**src/rtl/ifetch_pkg.sv**
```systemverilog
// Shared types, constants and the opcode length decode for the instruction fetch unit.
package ifetch_pkg;

  localparam logic [15:0] RESET_PC = 16'h0000;
  localparam int          EXT_BIT  = 7;

  typedef enum logic [2:0] {
    ST_OP   = 3'd0,
    ST_B1   = 3'd1,
    ST_B2   = 3'd2,
    ST_B3   = 3'd3,
    ST_HOLD = 3'd4
  } fetch_state_e;

  typedef struct packed {
    logic [7:0]  byte0;
    logic [7:0]  byte1;
    logic [7:0]  byte2;
    logic [7:0]  ext;
    logic [2:0]  len;
    logic [15:0] pc;
  } instr_t;

  localparam instr_t INSTR_RESET = '{byte0: 8'h00, byte1: 8'h00, byte2: 8'h00,
                                     ext: 8'h00, len: 3'd1, pc: RESET_PC};

  function automatic logic [2:0] instr_length(input logic [7:0] op);
    logic [2:0] len;
    if (op == 8'h00) begin
      len = 3'd1;
    end else if (op[EXT_BIT]) begin
      len = 3'd4;
    end else if (op[1:0] != 2'b00) begin
      len = 3'd3;
    end else begin
      len = 3'd2;
    end
    return len;
  endfunction

endpackage

```
**src/rtl/instr_skid.sv**
```systemverilog
// One-entry holding register for a fully assembled instruction.
module instr_skid
  import ifetch_pkg::*;
(
  input  logic   clk,
  input  logic   rst,
  input  logic   flush,
  input  logic   load,
  input  logic   pop,
  input  instr_t din,
  output logic   valid,
  output instr_t dout
);

  logic   valid_r;
  instr_t data_r;

  // Entry capture and release; load wins because it never coincides with pop.
  always_ff @(posedge clk) begin
    if (rst || flush) begin
      valid_r <= 1'b0;
      data_r  <= INSTR_RESET;
    end else if (load) begin
      valid_r <= 1'b1;
      data_r  <= din;
    end else if (pop) begin
      valid_r <= 1'b0;
    end
  end

  assign valid = valid_r;
  assign dout  = data_r;

endmodule

```
**src/rtl/instr_fetch.sv**
```systemverilog
// Byte-serial instruction fetch and assembly in front of the decoder.
// Optional feature: IFETCH_SKID_EN adds a holding register so fetch runs ahead of the decoder.
module instr_fetch
  import ifetch_pkg::*;
(
  input  logic        clk,
  input  logic        rst,
  output logic        mem_rd,
  output logic [15:0] mem_addr,
  input  logic        mem_valid,
  input  logic [7:0]  mem_rdata,
  output logic [7:0]  instr_byte0,
  output logic [7:0]  instr_byte1,
  output logic [7:0]  instr_byte2,
  output logic [7:0]  ext_instr_byte,
  output logic [2:0]  instr_len,
  output logic [15:0] instr_pc,
  output logic        instr_valid,
  input  logic        instr_ready,
  input  logic        redirect_valid,
  input  logic [15:0] redirect_pc
);

  fetch_state_e state_r, state_next_s;
  logic [15:0]  pc_r;
  logic         mem_rd_r, mem_rd_next_s;
  logic         instr_valid_r;
  instr_t       asm_r, new_instr_s, out_r, skid_q_s;
  logic         done_s, final_s, transfer_s;
  logic         skid_valid_s, skid_load_s, skid_pop_s, skid_valid_next_s;

`ifdef IFETCH_SKID_EN
  localparam fetch_state_e FINAL_STATE = ST_OP;
  assign skid_load_s = final_s & instr_valid_r & ~transfer_s;
`else
  localparam fetch_state_e FINAL_STATE = ST_HOLD;
  assign skid_load_s = 1'b0;
`endif

  assign done_s            = mem_rd_r & mem_valid;
  assign transfer_s        = instr_valid_r & instr_ready;
  assign skid_pop_s        = transfer_s & skid_valid_s;
  assign skid_valid_next_s = ~redirect_valid & (skid_load_s | (skid_valid_s & ~skid_pop_s));
  assign mem_rd_next_s     = (state_next_s != ST_HOLD) & ~skid_valid_next_s;

  // Merge the byte returned this cycle into the partially assembled instruction.
  always_comb begin
    new_instr_s = asm_r;
    case (state_r)
      ST_OP: begin
        new_instr_s.byte0 = mem_rdata;
        new_instr_s.byte1 = 8'h00;
        new_instr_s.byte2 = 8'h00;
        new_instr_s.ext   = 8'h00;
        new_instr_s.len   = instr_length(mem_rdata);
        new_instr_s.pc    = pc_r;
      end
      ST_B1:   new_instr_s.byte1 = mem_rdata;
      ST_B2:   new_instr_s.byte2 = mem_rdata;
      ST_B3:   new_instr_s.ext   = mem_rdata;
      default: new_instr_s       = asm_r;
    endcase
  end

  // Flag the completion that finishes the current instruction.
  always_comb begin
    case (state_r)
      ST_OP:   final_s = done_s & (new_instr_s.len == 3'd1);
      ST_B1:   final_s = done_s & (new_instr_s.len == 3'd2);
      ST_B2:   final_s = done_s & (new_instr_s.len == 3'd3);
      ST_B3:   final_s = done_s;
      default: final_s = 1'b0;
    endcase
  end

  // Next-state decode; a redirect always restarts at the opcode fetch.
  always_comb begin
    state_next_s = state_r;
    if (redirect_valid) begin
      state_next_s = ST_OP;
    end else begin
      case (state_r)
        ST_OP:   state_next_s = done_s ? (final_s ? FINAL_STATE : ST_B1) : ST_OP;
        ST_B1:   state_next_s = done_s ? (final_s ? FINAL_STATE : ST_B2) : ST_B1;
        ST_B2:   state_next_s = done_s ? (final_s ? FINAL_STATE : ST_B3) : ST_B2;
        ST_B3:   state_next_s = done_s ? FINAL_STATE : ST_B3;
        ST_HOLD: state_next_s = transfer_s ? ST_OP : ST_HOLD;
        default: state_next_s = ST_OP;
      endcase
    end
  end

  // FSM, fetch pointer, read request and assembly registers.
  always_ff @(posedge clk) begin
    if (rst) begin
      state_r  <= ST_OP;
      pc_r     <= RESET_PC;
      mem_rd_r <= 1'b0;
      asm_r    <= INSTR_RESET;
    end else if (redirect_valid) begin
      state_r  <= ST_OP;
      pc_r     <= redirect_pc;
      mem_rd_r <= 1'b1;
      asm_r    <= INSTR_RESET;
    end else begin
      state_r  <= state_next_s;
      mem_rd_r <= mem_rd_next_s;
      if (done_s) begin
        pc_r  <= pc_r + 16'd1;
        asm_r <= new_instr_s;
      end
    end
  end

  // Output stage: the holding register drains ahead of a freshly assembled instruction.
  always_ff @(posedge clk) begin
    if (rst) begin
      out_r         <= INSTR_RESET;
      instr_valid_r <= 1'b0;
    end else if (redirect_valid) begin
      instr_valid_r <= 1'b0;
    end else if (transfer_s) begin
      if (skid_valid_s) begin
        out_r         <= skid_q_s;
        instr_valid_r <= 1'b1;
      end else if (final_s) begin
        out_r         <= new_instr_s;
        instr_valid_r <= 1'b1;
      end else begin
        instr_valid_r <= 1'b0;
      end
    end else if (final_s && !instr_valid_r) begin
      out_r         <= new_instr_s;
      instr_valid_r <= 1'b1;
    end
  end

  instr_skid u_skid (
    .clk   (clk),
    .rst   (rst),
    .flush (redirect_valid),
    .load  (skid_load_s),
    .pop   (skid_pop_s),
    .din   (new_instr_s),
    .valid (skid_valid_s),
    .dout  (skid_q_s)
  );

  assign mem_rd         = mem_rd_r;
  assign mem_addr       = pc_r;
  assign instr_byte0    = out_r.byte0;
  assign instr_byte1    = out_r.byte1;
  assign instr_byte2    = out_r.byte2;
  assign ext_instr_byte = out_r.ext;
  assign instr_len      = out_r.len;
  assign instr_pc       = out_r.pc;
  assign instr_valid    = instr_valid_r;

endmodule
```
**config.mk**
```make
export PLATFORM = sky130hd
export DESIGN_NAME = instr_fetch
export DESIGN_NICKNAME = d
export VERILOG_FILES = /design/src/rtl/ifetch_pkg.sv /design/src/rtl/instr_skid.sv /design/src/rtl/instr_fetch.sv
export SDC_FILE = /design/constraint.sdc
export NUM_CORES = 1
export LEC_CHECK = 0
export ABC_AREA = 0
export CAP_MARGIN = 20
export CORE_AREA = 2 2 123 125
export CTS_CLUSTER_DIAMETER = 80
export DETAILED_ROUTE_END_ITERATION = 8
export DIE_AREA = 0 0 125 127
export SLEW_MARGIN = 20
export SYNTH_ARGS = -nofsm -noshare
export SYNTH_HDL_FRONTEND = slang
export SYNTH_SLANG_ARGS = --single-unit
export TNS_END_PERCENT = 50
```
**constraint.sdc**
```tcl
create_clock -name clk -period 6.7 [get_ports clk]
set_input_delay 1.34 -clock clk [delete_from_list [all_inputs] [get_ports clk]]
set_output_delay 1.34 -clock clk [all_outputs]
set_load 0.1 [all_outputs]
```
==> results of run 1 <==
## per-layer routing
metal,wire length [um],vias to the layer above
met4,165,0
met5,0,-
met2,6540,159
met1,7470,2341
met3,894,12
li1,-,2477
## placed cells by master (no fill, tap or decap), types with 7 or more instances in the layout
cell,Yosys,final
xnor2_1,8,8
a21oi_1,61,61
mux2_4,48,48
clkbuf_16,0,17
xor2_1,7,7
clkdlybuf4s50_1,0,96
nand2_1,111,110
a22oi_1,9,9
nor2_1,79,79
a31oi_1,16,16
inv_1,8,8
a211oi_1,34,34
mux2i_1,7,7
nor2b_1,67,67
dfxtp_1,123,123
nor3_1,9,8
## kinds of logic (layout without fill, tap and decap cells)
group                      count (synthesis)  count (layout)  share of synthesized area, %
buffers and inverters                     60             142                          4.47
muxes                                     56              56                          13.6
adders and majority gates                  1               1                         0.212
xor gates and xnor gates                  15              15                          2.23
DFF                                      123             123                          41.7
AOI/OAI and AO/OA                        135             135                          14.5
and+or+nand+nor                          296             296                          23.2
## worst max-delay path by stage
stage	from	to
detailed placement	mem_rdata[7]	instr_byte0[7]
CTS	mem_rdata[7]	instr_byte0[7]
global route	mem_rdata[7]	ext_instr_byte[7]
floorplan	mem_valid	ext_instr_byte[0]
finish	mem_rdata[7]	instr_byte0[7]
global placement	mem_rdata[7]	ext_instr_byte[6]
## power by group through the flow
stage	Sequential, uW	Combinational (uW)	Clock, uW
after global placement	781	173	0
after floorplan	820	76.9	0
after global routing	768	189	991
after detailed placement	781	175	0
after CTS	765	176	957
final	765	177	942
## worst max-delay path: stages
cell and delay (ps):
clkdlybuf4s50_1 590, nor4b_1 760, a2111oi_4 140, nor2_1 130
a2111o_2 810, buf_4 480, mux2_4 330
## final cells by class
class                      instances  area (um^2)  area share, %
sequential                       123         2460           32.7
tap                              184          230           3.06
multi-input combinational        503         3180           42.3
inverter                           8         30.0          0.399
clock buffer                      18          439           5.84
timing repair buffer             102         1010           13.4
clock inverter                    14          171           2.28
## flip-flops by register name, indices dropped and copies added (netlist names), 3 cells and up
name,flops
state_r,3
asm_r,51
instr_byte2,8
instr_byte1,8
instr_pc,16
ext_instr_byte,8
instr_len,3
instr_byte0,8
mem_addr,16
## per-stage QoR
step,instances,power [uW],hold slack (ps)
2_1_floorplan,686,897,437
3_3_place_gp,920,954,442
3_5_place_dp,920,956,448
4_1_cts,952,1900,456
5_1_grt,952,1950,473
6_report,952,1880,454
==> key figures, run 1 <==
Timing
  – Fin crit period: 4300 ps
  – Fin. Hold Viols: 0
  – Setup TNS: 0 ps
  – Pin slew with the least headroom to its limit: 1020 ps
  – RSZ-0062 raised after global routing: false
  – Final setup viols: 0
  – Skew final: 7.13 ps
  – Final Max Slew Viols: 0
  – Fmax: about 230 MHz
  – Max-slew headroom: 31.7%
  – Fin crit share: 64.2%
  – Final setup margin: approximately 2400 ps

Clock network
  – CTS tree: yes
  – Worst-path clk slew: 60 ps
  – Clock root buffer: clkbuf_16
  – Post-CTS Setup Bufs: 0
  – Post-CTS sizing: 0
  – Longest Clk Path Bufs: 2
  – # clock sinks: about 120
  – # hold bufs at CTS: 0
  – # H-tree levels: 4
  – Clk_lat worst skew: 420 ps
  – Clock buffer count from CTS: 17

Final layout
  – Fillers: about 1,300
  – Design area: 0.00752 mm^2
  – Fin nets: about 800
  – Area Overhead vs Synth: 27.5%
  – Fin util: 52.2%
  – Fraction of layout cells with a size suffix above 1: 12.2%
  – Number of diodes: 0

Synth
  – Most frequent cell after synthesis: dfxtp_1
  – Synth cell types: 42
  – Top post-synthesis cells by count: dfxtp_1 (123), nand2_1 (111), nor2_1 (79)
  – YS warnings: 0
  – Synth area leader: dfxtp_1
  – Number of synthesized flops with an enable pin: 0
  – Syn_nets: just over 700
  – Async SR Flop Fraction: 0%
  – Synth top area cells: dfxtp_1 (42%), mux2_4 (12%), nor2b_1 (7.1%), nand2_1 (7.1%), a21oi_1 (5.2%)
  – Avg Synthesized Cell Area: 8.60 um^2
  – Post-synthesis sequential area ratio: 41.7%
  – Ys flop type: dfxtp_1
  – #FFs+latches synth: 123
  – Mapped Area: just under 0.006 mm^2
  – Synthesized instance count: 686
  – Synth top area share: between 40% and 50%

Power
  – Logic gate share of total power: 9.4%
  – Int Pwr: 1390 uW
  – Leak pwr: between 0.002 and 0.003 uW
  – Sequential share of power: 40.6%
  – Max IR drop VDD: around 0.00015 V
  – P per Cell Area: 250 mW/mm^2
  – Clock share of power: between 50% and 60%
  – P_sw: 491 uW
  – Switching portion of total power: a little over a quarter

GRT
  – Met1 global-route usage: 27.2%
  – Initial antenna violation count: 0
  – First-pass GRT wire length: 24,500 um
  – GRT busiest layer: met2
  – M2 GR Usage: about 28%
  – Remaining Overflow, GRT: 0
  – Vias in the first global route: 4,669
  – Largest net degree at the start of global routing: 61
  – Met3 Resource Use GR: 5.03%
  – Overall Global Routing Usage: 19.1%

Floorplan
  – Initial Util: 40.9%
  – Core Box Area: 0.0144 mm^2
  – Die width: 125 um
  – Die height: 127 um
  – Die area: around 0.016 mm^2
  – Ports: 98
  – Rows: 44

Routing
  – WL per Instance: 15.8 um
  – Iter 0 DRT Violations: 370
  – DR vias: 4,989
  – Final ANT Viol Nets: 0
  – Via/cell ratio: roughly 5.2
  – DRT Pass-1 Iters: 5
  – Final wirelength: approximately 15,000 um
  – Final routed DRC violation total: 0

Placement
  – Hpwl dp: 9720 um
  – IO Port Bufs: 97
  – Pre-CTS setup slack: 1990 ps
  – DP Area: 0.00691 mm^2
  – GP Congestion: 0.843

Run status
  – Status: completed

Critical path
  – Startpoint types: input port
  – Reg2Reg Setup Slack: about 3200 ps
  – RR Startpoint: state_r[1]
  – Crit. End Element: flip-flop
  – Reg2reg end: instr_byte0[7]
  – Cells on worst reg2reg path: 6
  – CP Class: input port to flip-flop
  – Worst Path Arrival: 4600 ps
  – Worst EP required: about 7000 ps
  – Crit path max fanout: 33

Min path
  – Hold path depth: 2
  – Worst hold path type: flip-flop to flip-flop
  – Min-delay src: asm_r[8]
  – Hold EP: asm_r[8]

Run
  – Maxcap violations: 0
(Power assumes the default switching activity.)
==> run 2: changes to the inputs <==
Settings changed: PLACE_DENSITY from default to 0.66.
Clock period 6.7 ns to 3.45 ns, I/O delays scaled along.
==> run 2 against run 1 <==
Against the previous run: sequential power grew 95%; flip-flop and latch count is the same; non-clock buffer count grew 19; combinational power grew 100%; clock power grew 77%; final area is essentially flat; wire length grew 1.6%; critical endpoint is now instr_byte2[2]; largest cell class unchanged.
==> key figures, run 2 (same netlist as run 1, synthesis figures left out) <==
Timing
  – RSZ-0062 raised after global routing: false
  – Fin crit share: about four fifths
  – Final setup margin: 723 ps
  – Fin crit period: ~2700 ps
  – Pin slew with the least headroom to its limit: around 1000 ps
  – Final Max Slew Viols: 0
  – Fmax: ~370 MHz
  – Fin. Hold Viols: 0
  – Max-slew headroom: roughly a third
  – Final setup viols: 0
  – Skew final: 7.17 ps
  – Setup TNS: 0 ps

Critical path
  – CP peak stage delay: 520 ps
  – CP delay by family, top: buffers and inverters
  – RR Startpoint: state_r[2]
  – Critical Path Start: mem_rdata[7]
  – WP buf/inv: 3
  – CP most frequent cell: buf_4
  – CP Class: input port to flip-flop
  – Crit. End Element: flip-flop
  – Slowest stage cell, crit path: a2111o_2
  – Crit path max fanout: 14
  – Startpoint types: input port
  – Worst path cell trace: clkdlybuf4s50_1 > buf_4 > nor4_1 > and3_1 > nor3_1 > a2111o_2 > buf_4 > mux2_4
  – Worst EP required: 3750 ps
  – Worst Path Arrival: 3030 ps

Placement
  – GP Congestion: 0.911
  – IO Port Bufs: 97
  – Pre-CTS setup slack: 311 ps
  – Hpwl dp: 10,300 um
  – DP Area: 0.00696 mm^2

Power
  – Switching portion of total power: between 20% and 30%
  – Max IR drop VDD: 0.000317 V
  – Leak pwr: 0.00300 uW
  – Sequential share of power: 42.3%
  – Clock share of power: a little under half
  – P_sw: between 900 and 1000 uW
  – Int Pwr: 2610 uW
  – Logic gate share of total power: 10.1%
  – P per Cell Area: about 470 mW/mm^2

Routing
  – Final ANT Viol Nets: 0
  – Via/cell ratio: 5.17
  – Iter 0 DRT Violations: 411
  – DR vias: 5,019
  – Final routed DRC violation total: 0
  – DRT Pass-1 Iters: 5
  – WL per Instance: around 16 um
  – Final wirelength: 15,300 um

Final layout
  – Biggest register: asm_r
  – Most common cell after layout, fill and taps aside: dfxtp_1
  – Largest register FFs: 51
  – Number of diodes: 0
  – Most frequent cells in the layout: dfxtp_1 (123), nand2_1 (111), nor2_1 (79)
  – Area Overhead vs Synth: 27.4%
  – Fin nets: 804
  – Fraction of layout cells with a size suffix above 1: 19.2%
  – Design area: 0.00752 mm^2

Run status
  – Status: completed

Floorplan
  – Core Box Area: between 0.01 and 0.015 mm^2
  – Die height: around 130 um
  – Rows: 44
  – Die area: about 0.016 mm^2
  – Initial Util: between 40% and 50%
  – Die width: 125 um
  – Ports: between 90 and 100

Clock network
  – Worst-path clk slew: 50 ps
  – Clock root buffer: clkbuf_16
  – Post-CTS Setup Bufs: 0
  – Longest Clk Path Bufs: 2
  – # clock sinks: ~120
  – Post-CTS sizing: 0
  – # hold bufs at CTS: 0
  – CTS tree: yes
  – Clk_lat worst skew: 420 ps
  – # H-tree levels: 4
  – Clock buffer count from CTS: 17

GRT
  – First-pass GRT wire length: 25,400 um
  – Overall Global Routing Usage: roughly a fifth
  – Initial antenna violation count: 0
  – Remaining Overflow, GRT: 0
  – Vias in the first global route: 4,914
  – Largest net degree at the start of global routing: 58

Run
  – Maxcap violations: 0

Min path
  – Worst hold path type: flip-flop to flip-flop
  – Min-delay src: asm_r[44]
-- run 2: cell types whose count changed in the layout (fill, tap and decap cells not counted), sizes merged --
| cell | before | now |
|---|---|---|
| clkbuf | 18 | 23 |
| bufinv | 3 | 1 |
| buf | 6 | 67 |
| clkinvlp | 6 | 1 |
| clkdlybuf4s50 | 96 | 54 |
| clkinv | 4 | 6 |
| inv | 9 | 8 |
-- run 2: tightest hold or removal path, delay by kind of cell, from the launching register on --
family | cells | cell delay (ps)
DFF | 1 | 300
and+or+nand+nor | 1 | 50
AOI/OAI and AO/OA | 1 | 50
-- run 2: cell type report --
cell class                      count  area [um^2]
Clock buffer                       23          488
Clock inverter                      8         67.6
Fill cell                        1312         6910
Inverter                            8         30.0
Multi-Input combinational cell    503         3180
Sequential cell                   123         2460
Tap cell                          184          230
Timing Repair Buffer              121         1060
-- run 2: power groups by stage --
stage	logic (uW)	clock network (uW)	registers, uW
finish	354	1670	1490
global route	384	1760	1490
global placement	349	0	1510
floorplan	149	0	1590
CTS	354	1690	1490
detailed placement	353	0	1520
-- run 2: routing by layer --
| metal | part of all wire, % | routed length, um | track usage, % |
|---|---|---|---|
| met4 | 1.7 | 261 | 6.99 |
| met3 | 6.0 | 918 | 5.49 |
| met2 | 47 | 7160 | 30.5 |
| met5 | 0 | 0 | 0 |
| met1 | 46 | 6970 | 26.6 |
-- run 2: final timing paths --
path | to | slack, ps | depth (start not counted)
worst max register to register | instr_byte2[2] | 730 | 6
worst min-delay path | asm_r[44] | 450 | 2
worst min register to register | asm_r[44] | 450 | 2
worst max-delay path | instr_byte2[2] | 720 | 8
-- run 2: metrics by stage --
| step | power, uW | util, % | hold slack [ps] | cells |
|---|---|---|---|---|
| finish | 3510 | 52.1 | 454 | 970 |
| global route | 3630 | 52.1 | 476 | 970 |
| CTS | 3530 | 52.1 | 454 | 970 |
| detailed placement | 1870 | 48.3 | 447 | 939 |
| global placement | 1860 | 48.3 | 442 | 939 |
| floorplan | 1740 | - | 437 | 686 |
==> run 3: changes to the inputs <==
Settings changed: PLACE_DENSITY 0.66 to default.
Clock period 3.45 ns to 2.85 ns, I/O delays scaled along.
==> run 3 against run 2 <==
Against the previous run: clock-buffer cell count fell by 3; die area did not move; utilization rose by 0.78 points; combinational power rose by 27%; critical path depth fell by 1; worst hold slack got worse by 0.57 ps; sequential power rose by 20%; worst setup slack got worse by 410 ps; largest cell class unchanged; non-clock buffer count rose by 16; total power rose by 26%.
==> key figures, run 3 (same netlist as run 1, synthesis figures left out) <==
Critical path
  – Worst EP required: 3150 ps
  – Worst path cell trace: buf_4 > nor4_1 > and3_1 > nor3_1 > a2111o_2 > buf_12 > mux2_1
  – Cells on worst reg2reg path: 7
  – CP peak stage delay: ~540 ps
  – Startpoint types: flip-flop
  – Slowest stage cell, crit path: a2111o_2
  – Crit. End Element: flip-flop
  – RR Startpoint: state_r[1]
  – WP buf/inv: 2
  – Worst Path Arrival: 2840 ps
  – Reg2reg end: instr_pc[15]
  – CP delay by family, top: simple AND/OR/NAND/NOR gates
  – Reg2Reg Setup Slack: 310 ps
  – Crit path max fanout: 30
  – CP Class: flip-flop to flip-flop

Floorplan
  – Die area: 0.0159 mm^2
  – Ports: between 90 and 100
  – Initial Util: 40.9%
  – Die width: about 130 um
  – Die height: 127 um
  – Core Box Area: 0.0144 mm^2
  – Rows: 44

Run status
  – Status: completed

Timing
  – Fin. Hold Viols: 0
  – Final setup margin: 309 ps
  – Setup TNS: 0 ps
  – Fin crit share: 89.1%
  – Fmax: 394 MHz
  – Pin slew with the least headroom to its limit: about 640 ps
  – RSZ-0062 raised after global routing: false
  – Final Max Slew Viols: 0
  – Fin crit period: 2540 ps
  – Max-slew headroom: 56.8%
  – Skew final: 7.72 ps
  – Final setup viols: 0
  – Hold slack: 453 ps

Clock network
  – # H-tree levels: 4
  – Post-CTS sizing: 0
  – Clock root buffer: clkbuf_16
  – Longest Clk Path Bufs: 2
  – Worst-path clk slew: 60 ps
  – Clk_lat worst skew: 420 ps
  – CTS tree: yes
  – Post-CTS Setup Bufs: 0
  – # hold bufs at CTS: 0
  – # clock sinks: 123
  – Clock buffer count from CTS: 17

Min path
  – Hold path depth: 2
  – Min-delay src: asm_r[50]
  – Worst hold path type: flip-flop to flip-flop
  – Hold EP: asm_r[50]

Routing
  – Iter 0 DRT Violations: approximately 320
  – DR vias: approximately 5,100
  – Via/cell ratio: slightly above 5
  – WL per Instance: between 15 and 20 um
  – Final wirelength: 15,600 um
  – Final routed DRC violation total: 0
  – DRT Pass-1 Iters: 4
  – Final ANT Viol Nets: 0

GRT
  – Initial antenna violation count: 0
  – Remaining Overflow, GRT: 0
  – First-pass GRT wire length: 25,600 um
  – Overall Global Routing Usage: about a fifth
  – Vias in the first global route: a little under 5,000
  – Largest net degree at the start of global routing: 58

Placement
  – GP Congestion: 0.907
  – Pre-CTS setup slack: -66.3 ps
  – IO Port Bufs: 97
  – Hpwl dp: 10,700 um

Final layout
  – Fraction of layout cells with a size suffix above 1: 24.5%
  – Fin util: between 50% and 60%
  – Most common cell after layout, fill and taps aside: dfxtp_1
  – Biggest register: asm_r
  – Number of diodes: 0
  – Most frequent cells in the layout: dfxtp_1 (122), nand2_1 (111), buf_4 (108)
  – Fin nets: 820
  – Fillers: ~1,400
  – Area Overhead vs Synth: 29.3%
  – Largest register FFs: around 50

Power
  – Max IR drop VDD: 0.000379 V
  – Leak pwr: 0.00316 uW
  – Power, Total: between 4000 and 5000 uW
  – P per Cell Area: 582 mW/mm^2

Run
  – Maxcap violations: 0
run 3: cell type report:
cell class | instances | area [um^2] | share of cell area (%)
timing repair buffer | 137 | 1120 | 14.7
inverter | 8 | 30.0 | 0.394
multi-input combinational | 503 | 3180 | 41.7
tap | 184 | 230 | 3.02
clock inverter | 12 | 145 | 1.90
sequential | 123 | 2460 | 32.3
clock buffer | 20 | 457 | 5.99
run 3: layer usage:
metal  share of wire (%)  vias up  global-route usage, %
met4                 2.2        0                   8.76
met1                  48     2394                   27.7
li1                    -     2548                      -
met3                 5.2       24                   4.69
met2                  44      121                   30.1
met5                   0        -                      0
run 3: worst reg2reg max path, stage by stage, from the launching register on:
cell and delay, ps:
dfxtp_1 430, buf_4 250, nor4_1 360, and3_1 240
nor3_1 60, a2111o_2 540, buf_12 210, mux2_1 340
run 3: worst max path at each step:
stage,startpoint,end,slack [ps],depth (start not counted)
finish,state_r[1],instr_pc[15],310,7
global route,state_r[1],instr_pc[15],160,7
CTS,state_r[1],instr_byte1[0],330,7
detailed placement,mem_rdata[6],instr_pc[15],-70,8
global placement,mem_rdata[6],instr_pc[15],-20,8
floorplan,mem_rd,ext_instr_byte[0],300,8
run 3: report_power, final:
group	total [uW]	switching [uW]	leakage, uW	internal, uW
sequential	1790	40.1	0.000997	1750
clock	2190	779	0.000300	1410
combinational	450	305	0.00186	145
run 3: stage by stage:
step | cells | area, um^2
after global routing | 987 | 7630
after detailed placement | 955 | 7030
final | 987 | 7630
after floorplan | 686 | 5900
after global placement | 955 | 7030
after CTS | 987 | 7630
==> edit 1, RTL diff (flow settings as in run 1) <==
The 5 states of `fetch_state_e` get a one-hot encoding in 5 bits.
--- a/src/rtl/ifetch_pkg.sv
+++ b/src/rtl/ifetch_pkg.sv
@@ -5,10 +5,10 @@
   localparam int          EXT_BIT  = 7;
 
-  typedef enum logic [2:0] {
-    ST_OP   = 3'd0,
-    ST_B1   = 3'd1,
-    ST_B2   = 3'd2,
-    ST_B3   = 3'd3,
-    ST_HOLD = 3'd4
+  typedef enum logic [4:0] {
+    ST_OP   = 5'b00001,
+    ST_B1   = 5'b00010,
+    ST_B2   = 5'b00100,
+    ST_B3   = 5'b01000,
+    ST_HOLD = 5'b10000
   } fetch_state_e;
 
Check against the original RTL: no difference found for any inputs over 4 cycles, from zero or initial values and one cycle with rst high; so few cycles prove little.
==> edit 1 against run 1 <==
- sequential cell count grew 2
- utilization shrank 4.4 points
- setup slack worse by 0.13 ns
- critical endpoint is now ext_instr_byte[7]
- wire length fell by 4.6%
- final area down 8.4%
- maximum frequency decreased by 2.9%
- synthesized area decreased by 10%
- clock skew up 0.0015 ns
- total power fell by 0.52%
- largest power group unchanged
==> edit 1: results <==
group,metric,value,unit
setup_path,cpPeakStageDelay,0.70,ns
routing,avgViaCountPerCell,5.35,
setup_path,crit_fanout,98,
synth,synth_adder_area_share,0.00236,
synth,synth_common_cells,"125 x dfxtp_1, 124 x nor2_1, 75 x a211oi_1",
sta,fin_hold_ws,0.451,ns
synth,synth_compound_area_frac,0.224,
setup_path,crit_slowest_cell,"buf_4",
routing,wire_per_inst,16.1,um
global_route,grt_pass1_vias,4487,
global_route,grt_pass1_wl,23.1,mm
global_route,globalRouteTotalUtil,0.182,
placement,gp_congestion,0.782,
sta,relSlewSlack,0.332,
synth,synth_mux_area_frac,0.0511,
setup_path,startpoint,"mem_rdata[4]",
finish,final_cells,892,
placement,place_area,0.00635,sq mm
placement,placed_cells,862,
setup_path,worstReg2RegStart,"state_r[4]",
synth,yosys.area_share.xor_xnor,0.0281,
finish,fillers,1414,
synth,synth_warnings,0,
finish,num-nets-final,727,
synth,synth_area_leaders,"dfxtp_1 47%, a211oi_1 11%, nor2_1 8.8%, mux2i_1 5.1%, nand2_1 4.8%",
power_and_ir_drop,p_leak,2.37,nW
routing,first_iter_violations,360,
synth,syn_nets,652,
run_status,run_status,"complete, no violations",
synth,syn-mean-instance-area,8.51,sq um
synth,seq_area_frac_synth,0.473,
power_and_ir_drop,ir_drop,0.202,mV
routing,dr.pass1.iters,6,
power_and_ir_drop,p_int,1.37,mW
sta,fin_crit,4.43,ns
## edit 1: cell type report
| class | instances | area [sq um] | area share |
|---|---|---|---|
| multi-input cells | 446 | 2590 | 0.375 |
| flip-flops and latches | 125 | 2500 | 0.363 |
| repair buffers | 104 | 1020 | 0.148 |
| clock buffers | 23 | 478 | 0.0693 |
| well taps | 184 | 230 | 0.0334 |
| clock inverters | 7 | 65.1 | 0.00944 |
| inverters | 3 | 11.3 | 0.00163 |
## edit 1: path summary, 6_finish.rpt
path / depth (start not counted) / endpoint
min: 2 / asm_r[8]
min reg2reg: 2 / asm_r[8]
max: 9 / ext_instr_byte[7]
max reg2reg: 8 / ext_instr_byte[7]
## edit 1: through the flow
| stage | power, mW | utilization |
|---|---|---|
| global route | 1.94 | 0.478 |
| finish | 1.87 | 0.478 |
| global placement | 1.04 | 0.440 |
| floorplan | 0.967 | - |
| detailed placement | 1.04 | 0.440 |
| CTS | 1.89 | 0.478 |
## edit 1: layer usage
| layer | wire [um] | global-route usage | vias to the layer above |
|---|---|---|---|
| met4 | 249 | 0.0725 | 0 |
| met1 | 6640 | 0.238 | 2251 |
| li1 | - | - | 2368 |
| met2 | 6800 | 0.293 | 128 |
| met3 | 677 | 0.0423 | 24 |
| met5 | 0 | 0 | - |
## edit 1: power groups by stage
stage / registers, mW / clock network, mW / logic, mW
6_report: 0.782 / 0.850 / 0.242
3_3_place_gp: 0.797 / 0 / 0.240
2_1_floorplan: 0.870 / 0 / 0.0973
3_5_place_dp: 0.797 / 0 / 0.243
4_1_cts: 0.781 / 0.863 / 0.243
5_1_grt: 0.784 / 0.897 / 0.258
## edit 1: worst register-to-register path, delay by kind of cell (launching register included)
family	cells	cell delay, ns
simple gates	4	1.53
compound gates	3	0.85
buf+inv	1	0.70
flops	1	0.39
## edit 1: logic make-up after synthesis
logic type,count (synthesis)
compound gates,172
simple gates,229
fa+ha+maj,1
mux,27
flops,125
buf+inv,51
xor+xnor,17
==> edit 2, RTL diff (flow settings as in run 1) <==
Without the edit above. Add a define of `IFETCH_SKID_EN`.
--- a/src/rtl/instr_fetch.sv
+++ b/src/rtl/instr_fetch.sv
@@ -1,4 +1,6 @@
 // Byte-serial instruction fetch and assembly in front of the decoder.
 // Optional feature: IFETCH_SKID_EN adds a holding register so fetch runs ahead of the decoder.
+`define IFETCH_SKID_EN
+
 module instr_fetch
   import ifetch_pkg::*;
Check against the original RTL: not equivalent (a bounded check fails within 4 cycles, from zero or initial values and one cycle with rst high).
==> edit 2 against run 1 <==
- synthesized area rose by 39%
- critical path depth stayed put
- non-clock buffer count up 6
- cell count rose by 21%
- clock skew rose by 0.0031 ns
- synthesized cell count is 34% higher
- sequential cell count up 52
- sequential share of layout area increased by 3.4 points
- total power rose by 18%
- setup slack better by 0.085 ns
- die area is the same
- final area grew 29%
- wire length grew 39%
- critical path type unchanged
- highest routed layer unchanged
==> edit 2: results <==
group,metric,value,unit
run_status,run_status,"complete, no violations",
synth,syn_nets,947,
placement,gp_congestion,0.808,
clock_network,cts_hold_buf,0,
finish,fillers,1194,
hold_path,hold_class,"register to register",
sta,fin_crit,4.22,ns
routing,first_iter_violations,659,
setup_path,worstReg2RegStart,"state_r[1]",
clock_network,clk_path_buf_depth,2,
hold_path,min_path_cells,2,
finish,layout-drive-gt1-share,0.0507,
placement,io_buffers,97,
setup_path,r2r_end,"instr_pc[0]",
clock_network,clock_latency,0.42,ns
synth,seq_area_frac_synth,0.427,
synth,synth_warnings,0,
global_route,globalRouteTotalUtil,0.262,
clock_network,htreeDepth,4,
clock_network,clk_pin_slew_worst_paths,0.06,ns
hold_path,hp-start,"u_skid.dout[20]",
hold_path,hold_end,"u_skid.dout[20]",
placement,place_ws,2.10,ns
global_route,grt_pass1_wl,34.3,mm
routing,avgViaCountPerCell,6.12,
global_route,antenna_found_initial,0,
setup_path,r2r_setup_slack,3.09,ns
global_route,grt_max_degree,100,
routing,wire_per_inst,18.3,um
global_route,grt_pass1_vias,6746,
sta,clock_skew,0.0102,ns
finish,antennaDiodeCount,0,
setup_path,cp_data_arrival_time,4.56,ns
synth,synth_common_cells,"175 x dfxtp_1, 130 x a211oi_1, 118 x nor2_1",
routing,dr.pass1.iters,5,
clock_network,numCtsBuffers,17,
setup_path,crit_fanout,30,
clock_network,post_cts_buffers,0,
synth,synth_area_leaders,"dfxtp_1 43%, a211oi_1 12%, mux2i_1 9.4%, nor2_1 5.4%, a211o_1 4.6%",
placement,hpwl,13.5,mm
finish,num-nets-final,984,
power_and_ir_drop,ir_drop,0.178,mV
synth,synthArstFlopShare,0,
synth,yosysUniqueCellTypes,48,
sta,tightest_slew,1.10,ns
power_and_ir_drop,p_leak,3.72,nW
setup_path,worstRegToRegCells,6,
clock_network,clockRootBuffer,"clkbuf_16",
clock_network,cts_resized,0,
==> edit 2: cell types whose count changed after synthesis, moves of 17 or more <==
cell	change
a21oi_1	-33
mux2i_1	+70
buf_2	+17
nand2_1	-52
dfxtp_1	+52
nor2_1	+39
a211oi_1	+96
nor2b_1	-42
mux2_4	-48
a211o_1	+42
nand2b_1	+41
==> edit 2: worst max-delay path, cell delays in order <==
cell and delay [ns]:
clkdlybuf4s50_1 0.70, o21ba_2 0.24, a211oi_4 0.35, a21oi_2 0.13, a41oi_4 0.93, buf_4 0.58, mux2i_1 0.25
==> edit 2: how the worst max path moves through the flow <==
stage	from	endpoint	slack (ns)
after floorplan	mem_rdata[7]	ext_instr_byte[0]	3.59
after global routing	mem_rdata[7]	instr_byte1[1]	2.33
final	mem_rdata[7]	instr_pc[0]	2.48
after detailed placement	mem_rdata[7]	instr_byte2[0]	2.10
after global placement	mem_rdata[7]	instr_byte0[7]	2.22
after CTS	mem_rdata[7]	instr_pc[0]	2.54
==> edit 2: cell families (layout without fill, tap and decap cells) <==
| logic type | after synthesis | count (layout) | synth area share |
|---|---|---|---|
| buffers and inverters | 93 | 142 | 0.0489 |
| AO/OA/AOI/OAI | 253 | 253 | 0.233 |
| adder cells (fa/ha/maj) | 1 | 1 | 0.00152 |
| XOR/XNOR | 14 | 14 | 0.0149 |
| multiplexers | 85 | 85 | 0.105 |
| AND/OR/NAND/NOR | 296 | 296 | 0.170 |
| flip-flops | 175 | 175 | 0.427 |
==> edit 2: per-layer routing <==
metal	vias to the layer above	GRT usage	part of all wire	routed length [um]
li1	3399	-	-	-
met1	3404	0.337	0.44	9160
met2	203	0.459	0.50	10400
met3	32	0.0452	0.047	988
met4	0	0.0712	0.020	417
met5	-	0	0	0
==> edit 2: per-stage QoR <==
| step | cell area (sq um) | std cells | hold WS [ns] | total power, mW |
|---|---|---|---|---|
| global placement | 9150 | 1119 | 0.444 | 1.31 |
| global route | 9690 | 1150 | 0.475 | 2.28 |
| floorplan | 8210 | 917 | 0.435 | 1.25 |
| detailed placement | 9150 | 1119 | 0.450 | 1.31 |
| CTS | 9680 | 1150 | 0.459 | 2.23 |
| finish | 9690 | 1150 | 0.460 | 2.22 |
==> edit 2: final cells by class <==
| type | count | area, sq um | share of cell area |
|---|---|---|---|
| well taps | 184 | 230 | 0.0238 |
| clock buffers | 26 | 479 | 0.0495 |
| repair buffers | 108 | 1050 | 0.108 |
| multi-input cells | 649 | 4360 | 0.450 |
| inverters | 3 | 11.3 | 0.00116 |
| clock inverters | 5 | 57.6 | 0.00594 |
| flip-flops and latches | 175 | 3500 | 0.362 |
==> edit 2: power by group <==
group	internal [mW]	switching, mW	leakage (nW)
logic	0.0689	0.151	2.05
registers	1.06	0.0164	1.42
clock network	0.530	0.394	0.251
total	1.65	0.561	3.72
